===== src/rtl/cla8_seq_ctrl.sv =====
// Multi-byte adder sequencer: feeds one external 8-bit CLA slice byte by byte,
// LSB first, holding each byte pair for SETTLE cycles and chaining the carry.
module cla8_seq_ctrl #(
   parameter int unsigned NBYTES = 4,
   parameter int unsigned SETTLE = 2
) (
   input  logic                clk,
   input  logic                rst,
   input  logic                start,
   input  logic [8*NBYTES-1:0] a_in,
   input  logic [8*NBYTES-1:0] b_in,
   input  logic                cin,
   output logic                ready,
   output logic                busy,
   output logic                done,
   output logic [8*NBYTES-1:0] sum_out,
   output logic                cout_out,
   output logic                overflow,
   output logic [7:0]          cla_a,
   output logic [7:0]          cla_b,
   output logic                cla_cin,
   input  logic [7:0]          cla_s,
   input  logic                cla_cout
);

   localparam int unsigned W     = 8 * NBYTES;
   localparam int unsigned IDX_W = (NBYTES > 1) ? $clog2(NBYTES) : 1;
   localparam int unsigned CNT_W = (SETTLE > 1) ? $clog2(SETTLE) : 1;
   localparam logic [IDX_W-1:0] LAST_IDX = IDX_W'(NBYTES - 1);
   localparam logic [CNT_W-1:0] CNT_LOAD = CNT_W'(SETTLE - 1);

   typedef enum logic [1:0] {
      S_IDLE   = 2'd0,
      S_SETTLE = 2'd1,
      S_DONE   = 2'd2
   } state_t;

   state_t state, state_nxt;

   logic [W-1:0]     a_q, a_nxt;
   logic [W-1:0]     b_q, b_nxt;
   logic [W-1:0]     sum_nxt;
   logic             carry, carry_nxt;
   logic [IDX_W-1:0] idx, idx_nxt;
   logic [CNT_W-1:0] cnt, cnt_nxt;
   logic             cout_nxt, ovf_nxt;
   logic [7:0]       cla_a_nxt, cla_b_nxt;
   logic             cla_cin_nxt;

   // State register
   always_ff @(posedge clk) begin
      if (rst) state <= S_IDLE;
      else     state <= state_nxt;
   end

   // Next-state and datapath next values
   always_comb begin
      state_nxt   = state;
      a_nxt       = a_q;
      b_nxt       = b_q;
      sum_nxt     = sum_out;
      carry_nxt   = carry;
      idx_nxt     = idx;
      cnt_nxt     = cnt;
      cout_nxt    = cout_out;
      ovf_nxt     = overflow;
      cla_a_nxt   = 8'd0;
      cla_b_nxt   = 8'd0;
      cla_cin_nxt = 1'b0;

      case (state)
         S_IDLE: begin
            if (start) begin
               a_nxt       = a_in;
               b_nxt       = b_in;
               carry_nxt   = cin;
               idx_nxt     = '0;
               cnt_nxt     = CNT_LOAD;
               sum_nxt     = '0;
               cout_nxt    = 1'b0;
               ovf_nxt     = 1'b0;
               cla_a_nxt   = a_in[7:0];
               cla_b_nxt   = b_in[7:0];
               cla_cin_nxt = cin;
               state_nxt   = S_SETTLE;
            end
         end

         S_SETTLE: begin
            cla_a_nxt   = cla_a;
            cla_b_nxt   = cla_b;
            cla_cin_nxt = cla_cin;
            if (cnt != '0) begin
               cnt_nxt = cnt - 1'b1;
            end else begin
               sum_nxt[8*idx +: 8] = cla_s;
               carry_nxt           = cla_cout;
               if (idx == LAST_IDX) begin
                  cout_nxt    = cla_cout;
                  ovf_nxt     = (a_q[W-1] == b_q[W-1]) && (cla_s[7] != a_q[W-1]);
                  cla_a_nxt   = 8'd0;
                  cla_b_nxt   = 8'd0;
                  cla_cin_nxt = 1'b0;
                  state_nxt   = S_DONE;
               end else begin
                  // Next byte pair goes straight onto the CLA with the fresh carry
                  idx_nxt     = idx + 1'b1;
                  cnt_nxt     = CNT_LOAD;
                  cla_a_nxt   = a_q[8*idx_nxt +: 8];
                  cla_b_nxt   = b_q[8*idx_nxt +: 8];
                  cla_cin_nxt = cla_cout;
               end
            end
         end

         S_DONE: state_nxt = S_IDLE;

         default: state_nxt = S_IDLE;
      endcase
   end

   // Datapath and registered status outputs
   always_ff @(posedge clk) begin
      if (rst) begin
         a_q      <= '0;
         b_q      <= '0;
         sum_out  <= '0;
         carry    <= 1'b0;
         idx      <= '0;
         cnt      <= '0;
         cout_out <= 1'b0;
         overflow <= 1'b0;
         cla_a    <= 8'd0;
         cla_b    <= 8'd0;
         cla_cin  <= 1'b0;
         ready    <= 1'b1;
         busy     <= 1'b0;
         done     <= 1'b0;
      end else begin
         a_q      <= a_nxt;
         b_q      <= b_nxt;
         sum_out  <= sum_nxt;
         carry    <= carry_nxt;
         idx      <= idx_nxt;
         cnt      <= cnt_nxt;
         cout_out <= cout_nxt;
         overflow <= ovf_nxt;
         cla_a    <= cla_a_nxt;
         cla_b    <= cla_b_nxt;
         cla_cin  <= cla_cin_nxt;
         ready    <= (state_nxt == S_IDLE);
         busy     <= (state_nxt == S_SETTLE);
         done     <= (state_nxt == S_DONE);
      end
   end

endmodule


===== config.mk =====
export PLATFORM = sky130hd
export DESIGN_NAME = cla8_seq_ctrl
export DESIGN_NICKNAME = d
export VERILOG_FILES = /design/src/rtl/cla8_seq_ctrl.sv
export SDC_FILE = /design/constraint.sdc
export NUM_CORES = 1
export LEC_CHECK = 0
export CORE_MARGIN = 2
export CORE_UTILIZATION = 49
export DETAILED_ROUTE_END_ITERATION = 7
export PLACE_DENSITY_LB_ADDON = 0.15
export SLEW_MARGIN = 20
export SYNTH_ARGS = -nofsm -noshare
export SYNTH_HDL_FRONTEND = slang
export SYNTH_SLANG_ARGS = --single-unit

===== constraint.sdc =====
create_clock -name clk -period 2.55 [get_ports clk]
set_input_delay 0.6375 -clock clk [delete_from_list [all_inputs] [get_ports clk]]
set_output_delay 0.6375 -clock clk [all_outputs]
set_load 0.03 [all_outputs]

Word-level counts from Yosys, hierarchy flattened:

Index checks and enable logic that the tools add are counted.

* eq/ne operators: 10
* mux-type cells: 35
* reductions and logical operators: 9
* shift-type cells: 4
* add/subtract/negate cells: 3

Operators by type and width (number)
* $mux W32: 2
* $pmux W32 S2: 1
* $shiftx A32 B6 Y8: 2
* $mux W8: 6
* $neg A5 Y34: 1
* $shift A8 B34 Y32 const A: 1
* $shiftx A8 B34 Y32: 1
* $bwmux W32: 1
* $pmux W8 S2: 2
* $mux W2: 6
* $mux W1: 11
* $ne A2 B2 Y1 const B: 4
* $pmux W1 S2: 4
* $pmux W2 S2: 2
* $reduce_and A4 Y1: 2
* $eq A2 B1 Y1 const B: 2
* $eq A2 B2 Y1 const B: 2
* $logic_not A2 Y1: 2
* $reduce_and A2 Y1: 2
* $reduce_and A3 Y1: 1
* $add A2 B1 Y2 const B: 1
* $reduce_bool A2 Y1: 1
* $eq A1 B1 Y1: 1
* $logic_and A1 B1 Y1: 1
* 2 further kinds: 2

* output and inout bits: 54
* word-level logic and storage cells: 75
* register bits: 123

Longest topological paths before layout:

Gate-level depths: netlist of the first run.

* word-level depth: 5
* mapped depth: 9

Worst setup path after synthesis of the first run:

OpenSTA, ideal clock, no wires.

* path type: register to register
* from: register idx[0]
* to: register cla_a[1]
* library setup time: 117 ps
* clock period less this slack: 2316 ps
* data arrival time: 2199 ps
* stages on the path, launching flop included: 9
* slack: 234 ps
* cell sequence: dfxtp_1 -> buf_2 -> buf_2 -> inv_1 -> ha_1 -> buf_2 -> mux4_2 -> nand3_1 -> nand2_1

* longest elaborated chain between the ends: 5
* elaborated cells between the ends (all ways): 6

Ends and longest elaborated chain
* start, declared: line 44 `logic [IDX_W-1:0] idx, idx_nxt;`
* start signal, assigned: line 144 `idx <= idx_nxt;`
* $add A2 B1 Y2: line 107 `idx_nxt = idx + 1'b1;`
* $shiftx A32 B6 Y8: line 109 `cla_a_nxt = a_q[8*idx_nxt +: 8];`
* $mux W8 *: line 98 `if (idx == LAST_IDX) begin`
* $mux W8 *: line 93 `if (cnt != '0) begin`
* $pmux W8 S2 *: line 71 `case (state)`
* end signal, assigned: line 148 `cla_a <= cla_a_nxt;`
* end, declared: line 19 `output logic [7:0] cla_a,`

Every way passes the cells marked *; elsewhere a longest branch is shown, timed or not. The select of a mux whose other input is x is not followed.
A chain may end at the register's enable or synchronous reset.

Worst setup path after layout of the first run:

* from: register cla_cin
* to: output port cla_cin

RTL lines
* start, declared: line 21 `output logic cla_cin,`
* start signal, assigned: line 150 `cla_cin <= cla_cin_nxt;`

No word-level cell between the ends.

==> results of run 1 <==
## registers in the layout (all words and copies together), names as in the netlist
signal and count:
cla_cin 1, ready 1, cla_a 8, idx 2, busy 1, done 1
cout_out 1, a_q 32, cnt 1, overflow 1, b_q 32, sum_out 32
cla_b 8, state 2
## per-layer routing
| metal | global-route usage | part of all wire | vias to the layer above |
|---|---|---|---|
| met5 | 0 | 0 | - |
| met4 | 0.0916 | 0.015 | 0 |
| met3 | 0.0506 | 0.067 | 19 |
| met2 | 0.416 | 0.51 | 184 |
| met1 | 0.288 | 0.41 | 2223 |
| li1 | - | - | 2240 |
## kinds of logic after synthesis
logic type	synth area share
AND/OR/NAND/NOR	0.238
flip-flops	0.462
AO/OA/AOI/OAI	0.103
adder cells (fa/ha/maj)	0.0141
multiplexers	0.130
buffers and inverters	0.0533
## stage by stage
stage | area [um^2] | power, uW
2_1_floorplan | 5330 | 2460
3_3_place_gp | 6680 | 2690
3_5_place_dp | 6680 | 2700
4_1_cts | 7260 | 5000
5_1_grt | 7260 | 5140
6_report | 7260 | 4980
## power breakdown
| part | internal (uW) | switching [uW] |
|---|---|---|
| logic | 299 | 309 |
| registers | 2010 | 52.0 |
| clock network | 1420 | 889 |
## worst paths after layout
check | startpoint | to | slack, ns | depth (start not counted)
setup / recovery | cla_cin | cla_cin | 0.35 | 1
hold / removal | a_q[4] | a_q[4] | 0.45 | 2
setup reg to reg | idx[1] | cla_a[6] | 0.52 | 6
hold reg to reg | a_q[4] | a_q[4] | 0.45 | 2
## cell type report
type | count | area [um^2]
fill | 873 | 3490
multi-input combinational | 410 | 2610
sequential | 123 | 2460
timing repair buffer | 144 | 1430
clock buffer | 19 | 432
tap | 140 | 175
clock inverter | 13 | 143
inverter | 3 | 11.3
## synthesized netlist by cell type, drive strengths merged
cell | instances | area [um^2]
nand2 | 147 | 552
dfxtp | 123 | 2460
a21oi | 67 | 335
nand3 | 49 | 245
nand2b | 34 | 213
mux2i | 33 | 330
buf | 31 | 204
clkbuf | 18 | 68.8
a22oi | 16 | 120
mux4 | 16 | 360
ha | 6 | 75.1
a21o | 5 | 37.5
nand3b | 5 | 37.5
nor3b | 5 | 65.1
o21ai | 4 | 20.0
or3b | 4 | 35.0
inv | 3 | 11.3
nor4bb | 3 | 30.0
a31oi | 2 | 12.5
nor2b | 2 | 12.5
nor3 | 2 | 10.0
a211o | 1 | 8.76
and3 | 1 | 6.26
and3b | 1 | 8.76
and4b | 1 | 10.0
nand4b | 1 | 8.76
nor2 | 1 | 6.26
nor4b | 1 | 23.8
o211ai | 1 | 7.51
o21a | 1 | 7.51
or3 | 1 | 6.26
==> impl_metrics.xml, run 1 <==
<?xml version="1.0" encoding="UTF-8"?>
<metrics>
  <group name="floorplanning">
    <metric name="design.die.area" unit="um^2">11700</metric>
    <metric name="starting_density_of_the_core" unit="">0.496</metric>
    <metric name="core-area" unit="um^2">10700</metric>
    <metric name="number_of_top_level_pins" unit="">131</metric>
    <metric name="fp.dieW" unit="um">108</metric>
    <metric name="core.rowCount" unit="">38</metric>
    <metric name="dieHeight" unit="um">108</metric>
  </group>
  <group name="final_layout">
    <metric name="area_growth_syn_to_layout" unit="%">36.1</metric>
    <metric name="finalCoreUtilization" unit="">0.675</metric>
    <metric name="finalNetCount" unit="">782</metric>
    <metric name="antenna_cells" unit="">0</metric>
    <metric name="layout.cells.most_common_list" unit="">sky130_fd_sc_hd__nand2_1 (147), sky130_fd_sc_hd__clkdlybuf4s50_1 (129), sky130_fd_sc_hd__dfxtp_1 (123)</metric>
    <metric name="layout.cells.most_common" unit="">sky130_fd_sc_hd__nand2_1</metric>
    <metric name="layout-drive-gt1-share" unit="">0.0997</metric>
    <metric name="stdcell_count" unit="">852</metric>
  </group>
  <group name="sta">
    <metric name="fmaxAchievable" unit="MHz">455</metric>
    <metric name="unrepaired_setup_endpoints_after_global_routing" unit="">no</metric>
    <metric name="final_hold_slack" unit="ns">0.452</metric>
    <metric name="setup_viol" unit="">0</metric>
    <metric name="slew-limit-headroom" unit="">0.452</metric>
    <metric name="timing.final.crit_share" unit="">0.862</metric>
    <metric name="sum_of_negative_setup_slack" unit="ns">0</metric>
    <metric name="hold_violations" unit="">0</metric>
    <metric name="period_needed" unit="ns">2.20</metric>
    <metric name="slew_violations" unit="">0</metric>
    <metric name="tightest_slew" unit="ns">0.821</metric>
    <metric name="final.setup_skew" unit="ns">0.0126</metric>
    <metric name="fin_ws" unit="ns">0.351</metric>
  </group>
  <group name="job">
    <metric name="max_cap_violations" unit="">0</metric>
  </group>
  <group name="route">
    <metric name="drt-pass1-iter-count" unit="">6</metric>
    <metric name="route.detailed.drc" unit="">0</metric>
    <metric name="vias_after_detailed_routing" unit="">4666</metric>
    <metric name="drt-vias-per-instance" unit="">5.48</metric>
    <metric name="route.detailed.wl_per_inst" unit="um">16.0</metric>
    <metric name="antenna_violating_nets_post_route" unit="">0</metric>
    <metric name="totalWireLength" unit="um">13600</metric>
    <metric name="initial_drc_count" unit="">287</metric>
  </group>
  <group name="placed_design">
    <metric name="dp_slack" unit="ns">0.237</metric>
    <metric name="final_wtd_congestion" unit="">0.828</metric>
    <metric name="numPortBuffers" unit="">130</metric>
    <metric name="hpwl" unit="um">9310</metric>
    <metric name="placed_cells_incl_taps" unit="">820</metric>
  </group>
  <group name="cts">
    <metric name="clock_tree.root_cell" unit="">sky130_fd_sc_hd__clkbuf_8</metric>
    <metric name="clk_pin_slew" unit="ns">0.06</metric>
    <metric name="clock_tree.htree_level_count" unit="">4</metric>
    <metric name="post_cts.repair.setup_buffers" unit="">0</metric>
    <metric name="cts_buffers" unit="">17</metric>
    <metric name="clkSinkCount" unit="">123</metric>
    <metric name="max-clock-path-buffers" unit="">2</metric>
    <metric name="cts-resized-gates" unit="">0</metric>
    <metric name="cts_hold_buffers" unit="">0</metric>
    <metric name="cts_tree" unit="">yes</metric>
    <metric name="insertion_delay" unit="ns">0.52</metric>
  </group>
  <group name="synthesis">
    <metric name="netlist_instances" unit="">585</metric>
    <metric name="ys.warnings.count" unit="">0</metric>
    <metric name="postSynthNetCount" unit="">668</metric>
    <metric name="portion_of_the_post_synthesis_area_used_by_sequential_elements" unit="">0.462</metric>
    <metric name="synth_seq_cells" unit="">123</metric>
    <metric name="synth_area" unit="um^2">5330</metric>
    <metric name="synth.distinct_cells" unit="">37</metric>
    <metric name="synthesis.area_per_instance" unit="um^2">9.11</metric>
  </group>
  <group name="worst_setup_path">
    <metric name="critPathCaptureType" unit="">primary output</metric>
    <metric name="critical_path_buf_inv_count" unit="">1</metric>
    <metric name="timing.critical_path.required" unit="ns">1.91</metric>
    <metric name="crit_slowest_cell" unit="">sky130_fd_sc_hd__clkdlybuf4s50_1</metric>
    <metric name="critical-path-max-stage-delay" unit="ns">0.68</metric>
    <metric name="critical_path.top_delay_family" unit="">buffers and inverters</metric>
    <metric name="path_class" unit="">register to primary output</metric>
    <metric name="crit_start_category" unit="">register</metric>
    <metric name="critical_path.max_fanout" unit="">2</metric>
    <metric name="worstPathArrival" unit="ns">1.56</metric>
    <metric name="path_cells" unit="">clkdlybuf4s50_1</metric>
  </group>
  <group name="power">
    <metric name="total_leakage_power" unit="uW">0.00277</metric>
    <metric name="cellPowerDensity" unit="nW/um^2">686</metric>
    <metric name="ir_drop" unit="mV">0.417</metric>
  </group>
  <group name="grt">
    <metric name="antenna_found_initial" unit="">0</metric>
    <metric name="grt_start_max_net_pins" unit="">65</metric>
    <metric name="gr_ovfl_total" unit="">0</metric>
    <metric name="first_global_vias" unit="">4611</metric>
    <metric name="grt_pass1_wl" unit="um">21700</metric>
    <metric name="grt.total_usage" unit="">0.238</metric>
  </group>
  <group name="run_status">
    <metric name="outcome" unit="">completed</metric>
  </group>
  <group name="hold_path">
    <metric name="min_path_type" unit="">register to register</metric>
  </group>
</metrics>
Note: power is estimated with default switching activity, not from simulation.
==> run 2, diff against run 1 <==
--- a/config.mk
+++ b/config.mk
@@ -6,7 +6,7 @@
 export NUM_CORES = 1
 export LEC_CHECK = 0
 export CORE_MARGIN = 2
-export CORE_UTILIZATION = 49
+export CORE_UTILIZATION = 45
 export DETAILED_ROUTE_END_ITERATION = 7
 export PLACE_DENSITY_LB_ADDON = 0.15
 export SLEW_MARGIN = 20
==> run 2 against run 1 <==
Final cell count up 0.47%. Setup slack improved by 0.037 ns. Critical path type is now register to register. Total power decreased by 0.47%. Clock-buffer cell count grew 6. Clock power barely moved. Largest cell class unchanged. Sequential share of layout area hardly changed.
==> impl_metrics.xml, run 2 (same netlist as run 1, synthesis figures left out) <==
<?xml version="1.0" encoding="UTF-8"?>
<metrics>
  <group name="run_status">
    <metric name="outcome" unit="">completed</metric>
  </group>
  <group name="power">
    <metric name="seqPwrFrac" unit="">0.417</metric>
    <metric name="cellPowerDensity" unit="nW/um^2">682</metric>
    <metric name="switching_power" unit="uW">1180</metric>
    <metric name="power_report.internal_total" unit="uW">3770</metric>
    <metric name="ir_drop" unit="mV">0.453</metric>
    <metric name="total_leakage_power" unit="uW">0.00278</metric>
    <metric name="swShare" unit="">0.239</metric>
    <metric name="clockPowerShare" unit="">0.460</metric>
    <metric name="power_frac_comb" unit="">0.123</metric>
  </group>
  <group name="grt">
    <metric name="gr_ovfl_total" unit="">0</metric>
    <metric name="first_global_vias" unit="">4501</metric>
    <metric name="antenna_found_initial" unit="">0</metric>
    <metric name="grt.total_usage" unit="">0.220</metric>
    <metric name="grt_start_max_net_pins" unit="">65</metric>
    <metric name="grt_pass1_wl" unit="um">22300</metric>
  </group>
  <group name="final_layout">
    <metric name="biggestRegsByFlops" unit="">a_q: 32 flops, b_q: 32 flops, sum_out: 32 flops</metric>
    <metric name="layout.cells.most_common" unit="">sky130_fd_sc_hd__nand2_1</metric>
    <metric name="stdcell_count" unit="">856</metric>
    <metric name="finalNetCount" unit="">783</metric>
    <metric name="layout.cells.most_common_list" unit="">sky130_fd_sc_hd__nand2_1 (147), sky130_fd_sc_hd__clkdlybuf4s50_1 (129), sky130_fd_sc_hd__dfxtp_1 (123)</metric>
    <metric name="layout.cell_area.non_filler" unit="um^2">7260</metric>
    <metric name="area_growth_syn_to_layout" unit="%">36.2</metric>
    <metric name="antenna_cells" unit="">0</metric>
    <metric name="layout-drive-gt1-share" unit="">0.0982</metric>
  </group>
  <group name="route">
    <metric name="drt-vias-per-instance" unit="">5.33</metric>
    <metric name="drt-pass1-iter-count" unit="">5</metric>
    <metric name="vias_after_detailed_routing" unit="">4559</metric>
    <metric name="initial_drc_count" unit="">316</metric>
    <metric name="route.detailed.wl_per_inst" unit="um">16.2</metric>
    <metric name="route.detailed.drc" unit="">0</metric>
    <metric name="totalWireLength" unit="um">13800</metric>
    <metric name="antenna_violating_nets_post_route" unit="">0</metric>
  </group>
  <group name="job">
    <metric name="max_cap_violations" unit="">0</metric>
  </group>
  <group name="cts">
    <metric name="cts-resized-gates" unit="">0</metric>
    <metric name="max-clock-path-buffers" unit="">2</metric>
    <metric name="cts_buffers" unit="">17</metric>
    <metric name="clock_tree.root_cell" unit="">sky130_fd_sc_hd__clkbuf_16</metric>
    <metric name="cts_hold_buffers" unit="">0</metric>
    <metric name="insertion_delay" unit="ns">0.41</metric>
    <metric name="clock_tree.htree_level_count" unit="">4</metric>
    <metric name="post_cts.repair.setup_buffers" unit="">0</metric>
    <metric name="cts_tree" unit="">yes</metric>
    <metric name="clk_pin_slew" unit="ns">0.05</metric>
    <metric name="clkSinkCount" unit="">123</metric>
  </group>
  <group name="worst_setup_path">
    <metric name="critical-path-max-stage-delay" unit="ns">0.55</metric>
    <metric name="critPathCaptureType" unit="">register</metric>
    <metric name="path_class" unit="">register to register</metric>
    <metric name="critical_path.top_delay_family" unit="">multiplexers</metric>
    <metric name="worstPathArrival" unit="ns">2.46</metric>
    <metric name="timing.critical_path.required" unit="ns">2.85</metric>
    <metric name="crit_start_category" unit="">register</metric>
    <metric name="crit_slowest_cell" unit="">sky130_fd_sc_hd__mux4_2</metric>
    <metric name="critical_path_buf_inv_count" unit="">2</metric>
    <metric name="path_cells" unit="">inv_1 -&gt; ha_1 -&gt; buf_12 -&gt; mux4_2 -&gt; nand3_1 -&gt; nand2_1</metric>
    <metric name="critical_path.max_fanout" unit="">17</metric>
  </group>
  <group name="sta">
    <metric name="unrepaired_setup_endpoints_after_global_routing" unit="">no</metric>
    <metric name="setup_viol" unit="">0</metric>
    <metric name="slew_violations" unit="">0</metric>
    <metric name="hold_violations" unit="">0</metric>
    <metric name="timing.final.crit_share" unit="">0.848</metric>
    <metric name="sum_of_negative_setup_slack" unit="ns">0</metric>
    <metric name="period_needed" unit="ns">2.16</metric>
    <metric name="tightest_slew" unit="ns">0.859</metric>
    <metric name="slew-limit-headroom" unit="">0.426</metric>
    <metric name="fmaxAchievable" unit="MHz">463</metric>
    <metric name="final.setup_skew" unit="ns">0.00538</metric>
  </group>
  <group name="floorplanning">
    <metric name="dieHeight" unit="um">113</metric>
    <metric name="fp.dieW" unit="um">113</metric>
    <metric name="core.rowCount" unit="">39</metric>
    <metric name="design.die.area" unit="um^2">12700</metric>
    <metric name="starting_density_of_the_core" unit="">0.465</metric>
    <metric name="number_of_top_level_pins" unit="">131</metric>
    <metric name="core-area" unit="um^2">11500</metric>
  </group>
  <group name="placed_design">
    <metric name="post_dp_cell_area" unit="um^2">6690</metric>
    <metric name="hpwl" unit="um">9470</metric>
    <metric name="placed_cells_incl_taps" unit="">824</metric>
    <metric name="numPortBuffers" unit="">130</metric>
    <metric name="final_wtd_congestion" unit="">0.801</metric>
  </group>
  <group name="hold_path">
    <metric name="min_path_type" unit="">register to register</metric>
  </group>
</metrics>
[run 2: power by group through the flow]
stage          Clock (uW)  Sequential [uW]  Combinational [uW]
4_1_cts              2310             2060                 612
6_report             2280             2060                 610
5_1_grt              2400             2070                 654
2_1_floorplan           0             2130                 328
3_5_place_dp            0             2100                 609
3_3_place_gp            0             2100                 600
[run 2: path summary, 6_finish.rpt]
kind,depth (start not counted),slack [ns],end,startpoint
max,6,0.39,cla_a[6],idx[0]
max reg2reg,6,0.39,cla_a[6],idx[0]
min reg2reg,2,0.45,b_q[17],b_q[17]
min,2,0.45,b_q[17],b_q[17]
[run 2: final cells by class]
class | count | area, um^2
clock inverter | 7 | 62.6
inverter | 3 | 11.3
fill | 1007 | 4210
multi-input combinational | 410 | 2610
timing repair buffer | 145 | 1440
sequential | 123 | 2460
clock buffer | 25 | 505
tap | 143 | 179
[run 2: worst min-delay path, stage by stage (launching register included)]
cell,delay (ns)
sky130_fd_sc_hd__dfxtp_1,0.30
sky130_fd_sc_hd__nand2_1,0.05
sky130_fd_sc_hd__a21oi_1,0.05
[run 2: routing by layer]
metal	vias up	wire, um	part of all wire	global-route usage
met5	-	0	0	0
met4	0	230	0.017	0.0837
met1	2164	6060	0.44	0.282
met2	138	6760	0.49	0.364
met3	17	793	0.057	0.0461
li1	2240	-	-	-
[run 2: through the flow]
stage | util | setup WS, ns | hold WS, ns | power (uW)
floorplan | - | 0.234 | 0.433 | 2460
global placement | 0.584 | 0.319 | 0.438 | 2700
detailed placement | 0.584 | 0.300 | 0.443 | 2710
CTS | 0.633 | 0.391 | 0.451 | 4980
global route | 0.633 | 0.276 | 0.471 | 5120
finish | 0.633 | 0.389 | 0.449 | 4950
